--- src/rtl/config_reg_bank.sv ---
// config_reg_bank
//   Bank of NUM_REGS configuration registers at consecutive addresses starting
//   at BASE_ADDR. It takes read/write commands over a val/rdy handshake and
//   returns exactly one response per accepted command. The response buffer
//   holds a single entry. All register contents drive the cfg_out bus in
//   parallel, and cfg_update gives a one-cycle strobe per written register.
//
//   Optional feature (macro CONFIG_REG_LOCK_EN): bit 0 of register NUM_REGS-1
//   is a lock bit. While it is set, writes to every other register are
//   rejected with send_err=1.
//
// Ports
//   clk        : rising-edge clock
//   reset      : asynchronous, active-low reset
//   recv_msg   : command {addr, wen, payload}
//   recv_val   : command valid
//   recv_rdy   : command ready (!send_val || send_rdy)
//   send_msg   : response {addr, wen, data}
//   send_err   : response error flag, qualified by send_val
//   send_val   : response valid
//   send_rdy   : response ready
//   cfg_out    : register i at bits [i*PAYLOAD_SIZE +: PAYLOAD_SIZE]
//   cfg_update : bit i pulses for one cycle after register i is written
module config_reg_bank #(
  parameter int unsigned ADDR_SIZE    = 4,
  parameter int unsigned PAYLOAD_SIZE = 8,
  parameter int unsigned NUM_REGS     = 4,
  parameter int unsigned BASE_ADDR    = 0
) (
  input  logic                                clk,
  input  logic                                reset,
  input  logic [ADDR_SIZE+PAYLOAD_SIZE:0]     recv_msg,
  input  logic                                recv_val,
  output logic                                recv_rdy,
  output logic [ADDR_SIZE+PAYLOAD_SIZE:0]     send_msg,
  output logic                                send_err,
  output logic                                send_val,
  input  logic                                send_rdy,
  output logic [NUM_REGS*PAYLOAD_SIZE-1:0]    cfg_out,
  output logic [NUM_REGS-1:0]                 cfg_update
);

  logic [PAYLOAD_SIZE-1:0] regs [NUM_REGS];

  logic [ADDR_SIZE-1:0]    cmd_addr;
  logic                    cmd_wen;
  logic [PAYLOAD_SIZE-1:0] cmd_payload;
  assign {cmd_addr, cmd_wen, cmd_payload} = recv_msg;

  // The offset is computed one bit wider than the address. An address below
  // BASE_ADDR wraps to a value >= 2^ADDR_SIZE, so it can never match a
  // register index. This handles both range bounds with one subtraction.
  logic [ADDR_SIZE:0] idx_full;
  assign idx_full = {1'b0, cmd_addr} - (ADDR_SIZE+1)'(BASE_ADDR);

  logic [NUM_REGS-1:0] sel;
  always_comb begin
    sel = '0;
    for (int unsigned i = 0; i < NUM_REGS; i++)
      if (idx_full == (ADDR_SIZE+1)'(i)) sel[i] = 1'b1;
  end

  logic [PAYLOAD_SIZE-1:0] rd_data;
  always_comb begin
    rd_data = '0;
    for (int unsigned i = 0; i < NUM_REGS; i++)
      if (sel[i]) rd_data = regs[i];
  end

  logic in_range;
  assign in_range = |sel;

  logic wr_allowed;
`ifdef CONFIG_REG_LOCK_EN
  // The lock register itself stays writable so the bank can be unlocked.
  assign wr_allowed = !regs[NUM_REGS-1][0] || sel[NUM_REGS-1];
`else
  assign wr_allowed = 1'b1;
`endif

  logic cmd_ok;
  assign cmd_ok = in_range && (!cmd_wen || wr_allowed);

  logic [PAYLOAD_SIZE-1:0] resp_data;
  always_comb begin
    resp_data = '0;
    if (cmd_ok) resp_data = cmd_wen ? cmd_payload : rd_data;
  end

  assign recv_rdy = !send_val || send_rdy;

  logic accept;
  assign accept = recv_val && recv_rdy;

  always_ff @(posedge clk or negedge reset) begin
    if (!reset) begin
      for (int unsigned i = 0; i < NUM_REGS; i++) regs[i] <= '0;
      send_val   <= 1'b0;
      send_err   <= 1'b0;
      send_msg   <= '0;
      cfg_update <= '0;
    end else begin
      cfg_update <= '0;
      if (accept) begin
        send_val <= 1'b1;
        send_err <= !cmd_ok;
        send_msg <= {cmd_addr, cmd_wen, resp_data};
        if (cmd_ok && cmd_wen) begin
          for (int unsigned i = 0; i < NUM_REGS; i++)
            if (sel[i]) regs[i] <= cmd_payload;
          cfg_update <= sel;
        end
      end else if (send_rdy) begin
        send_val <= 1'b0;
      end
    end
  end

  always_comb begin
    cfg_out = '0;
    for (int unsigned i = 0; i < NUM_REGS; i++)
      cfg_out[i*PAYLOAD_SIZE +: PAYLOAD_SIZE] = regs[i];
  end

endmodule
--- config.mk ---
export PLATFORM = sky130hd
export DESIGN_NAME = config_reg_bank
export DESIGN_NICKNAME = d
export VERILOG_FILES = /design/src/rtl/config_reg_bank.sv
export SDC_FILE = /design/constraint.sdc
export NUM_CORES = 1
export LEC_CHECK = 0
export ABC_AREA = 0
export CELL_PAD_IN_SITES_DETAIL_PLACEMENT = 1
export CELL_PAD_IN_SITES_GLOBAL_PLACEMENT = 2
export CORE_AREA = 2 2 86 88
export CTS_CLUSTER_SIZE = 30
export DETAILED_ROUTE_END_ITERATION = 7
export DIE_AREA = 0 0 88 90
export GPL_ROUTABILITY_DRIVEN = 0
export GPL_TIMING_DRIVEN = 0
export PLACE_DENSITY = 0.88
export SLEW_MARGIN = 20
export SYNTH_ARGS = -nofsm -noshare
export SYNTH_HDL_FRONTEND = slang
export SYNTH_SLANG_ARGS = --single-unit
--- constraint.sdc ---
create_clock -name clk -period 2.59 [get_ports clk]
set_input_delay 0.518 -clock clk [delete_from_list [all_inputs] [get_ports clk]]
set_output_delay 0.518 -clock clk [all_outputs]
set_load 0.03 [all_outputs]
==> flow_summary.ini <==
[floorplanning]
die_x_microns = 88
io_pins = 69
rows = 31
die_h_microns = 90
die_area_sq_um = 7920
core_sq_um = 7020
initial_core_util_pct = 32.2

[synth]
yosys_warnings = 0
ys_seq_elements = 51
synth.net_count = 175
seq_area_frac_synth_pct = 56.4
synth.cell_area_sq_um = 2260
syn_inst = 158
syn_avg_cell_area_sq_um = 14.3
synth_cell_type_count = 25

[timing]
clock-skew-final_ps = 5.38
finalSetupViolCount = 0
max_slew.worst_pin.slew_ps = 675
max_freq_mhz = 422
whs_ps = 239
timing.final.crit_period_ps = 2370
post-route-period-util_pct = 91.4
slew_viol_final = 0
rsz0062_at_grt = false
hold_violations = 0
slew_headroom_pct = 55.0

[clocking]
cts_hold_buf = 0
cts_root_buffer = clkbuf_8
post_cts_buffers = 0
cts.sinks = 51
cts_resized = 0
cts_buffers = 5
clkTransAtPathRegs_ps = 90
clockBufferDepth = 2
cts_tree = done
htreeDepth = 2
worstSkewPairLatency_ps = 300

[layout]
fillers = 742
layout.cells.most_common_list = clkdlybuf4s50_1, dfrtp_1, mux2_2
final_common_cell = clkdlybuf4s50_1
final_nets = 248
antenna_cells = 0
area_growth_pct = 38.3
drive_gt1_share_pct = 27.2

[placement]
dp_hpwl_microns = 4050
port_buffers = 66

[worst_setup_path]
r2r-end = cfg_out[21]$_DFFE_PN0P_
cp.arrival_ps = 1850
crit_path_end_kind = output pin
reg2reg_from = send_val$_DFFE_PN0P_
crit_required_ps = 2070
critPathKind = input port to output pin
rrSetupSlack_ps = 900
ff2ff_path_depth = 5
critPathLaunchType = input port
cp_max_fo = 5

[outcome]
status = finished clean

[route]
first_pass_iters = 3
drc = 0
via_count = 1536
routedWlPerCell_microns = 16.8
routed_wl_microns = 5570
via_per_inst = 4.64
drtIter0Drc = 66
antenna_left = 0

[power_and_ir_drop]
vdd_drop_max_mv = 0.282
p_leak_uw = 0.00139
powerDensity_nw_per_um2 = 682
totalPowerFinal_uw = 2130

[job]
maxCapViolCount = 0

[min_path]
hp-class = input port to async pin

[global_routing]
grt_max_degree = 52
track_usage_pct = 15.0
antenna_found_initial = 0
grt_pass1_wl_microns = 9140
grt.overflow.total = 0
grt_pass1_vias = 1683
==> where the power goes <==
part	internal (uW)	switching (uW)
clock network	186	261
registers	904	81.5
logic	331	373
total	1420	715
==> flip-flops by register name (all words and copies together), names as in the netlist <==
name        cells
cfg_out        32
cfg_update      4
send_val        1
send_msg       13
send_err        1
==> worst max-delay path, cell delays in order <==
cell	delay [ps]
clkdlybuf4s50_1	450
nand2b_2	190
clkdlybuf4s50_1	690
==> synthesized netlist by cell type, drive strengths merged <==
cell type  instances  share of area [%]
a221oi             6                2.3
nand2             10                1.7
nor3               5                1.6
or3b               2               0.77
nor2b              3               0.83
mux2i              5                2.2
o31ai              3                1.0
or2                1               0.28
a21boi             1               0.33
nand2b             5                1.5
o21ai              5                1.1
inv                7                1.2
nor2               1               0.50
nand4              1               0.94
dfrtp             51                 56
mux4               5                5.0
mux2              37                 20
buf                8                2.3
nand3              1               0.22
clkbuf             1               0.17
==> worst max path at each step <==
stage                 startpoint                       to  slack, ps
finish                  send_rdy                 recv_rdy        220
detailed placement  recv_msg[12]  cfg_out[17]$_DFFE_PN0P_        200
global route            send_rdy                 recv_rdy        180
floorplan               send_rdy  cfg_out[16]$_DFFE_PN0P_        710
global placement           reset  cfg_out[15]$_DFFE_PN0P_       -560
CTS                     send_rdy                 recv_rdy        210
==> metrics by stage <==
| stage | cells | util, % | area (sq um) | setup slack [ps] | setup TNS (ps) |
|---|---|---|---|---|---|
| 3_5_place_dp | 323 | 43.4 | 3040 | 197 | 0 |
| 6_report | 331 | 44.6 | 3130 | 223 | 0 |
| 2_1_floorplan | 158 | - | 2260 | 712 | 0 |
| 4_1_cts | 331 | 44.6 | 3130 | 211 | 0 |
| 3_3_place_gp | 323 | 43.4 | 3050 | -558 | -28380 |
| 5_1_grt | 331 | 44.6 | 3130 | 185 | 0 |
==> cell type report <==
type / instances / area (sq um) / share of cell area [%]
multi-input cells: 91 / 905 / 28.9
flip-flops and latches: 51 / 1280 / 40.8
well taps: 99 / 124 / 3.96
plain buffers: 9 / 55.1 / 1.76
repair buffers: 66 / 658 / 21.0
clock inverters: 3 / 15.0 / 0.480
inverters: 7 / 26.3 / 0.840
clock buffers: 5 / 68.8 / 2.20
==> cells by family (layout without fill, tap and decap cells) <==
family / after synthesis / in the layout / share of synthesized area, %
flops: 51 / 51 / 56.4
simple gates: 29 / 29 / 8.30
mux: 47 / 47 / 26.9
compound gates: 15 / 15 / 4.76
buf+inv: 16 / 90 / 3.59
==> per-layer routing <==
| layer | up-vias | GRT usage [%] | routed length [microns] | part of all wire [%] |
|---|---|---|---|---|
| li1 | 712 | - | - | - |
| met1 | 781 | 20.9 | 2590 | 47 |
| met2 | 39 | 24.2 | 2730 | 49 |
| met3 | 4 | 3.21 | 207 | 3.7 |
| met4 | 0 | 3.08 | 43 | 0.77 |
| met5 | - | 0 | 0 | 0 |
(Power assumes the default switching activity.)
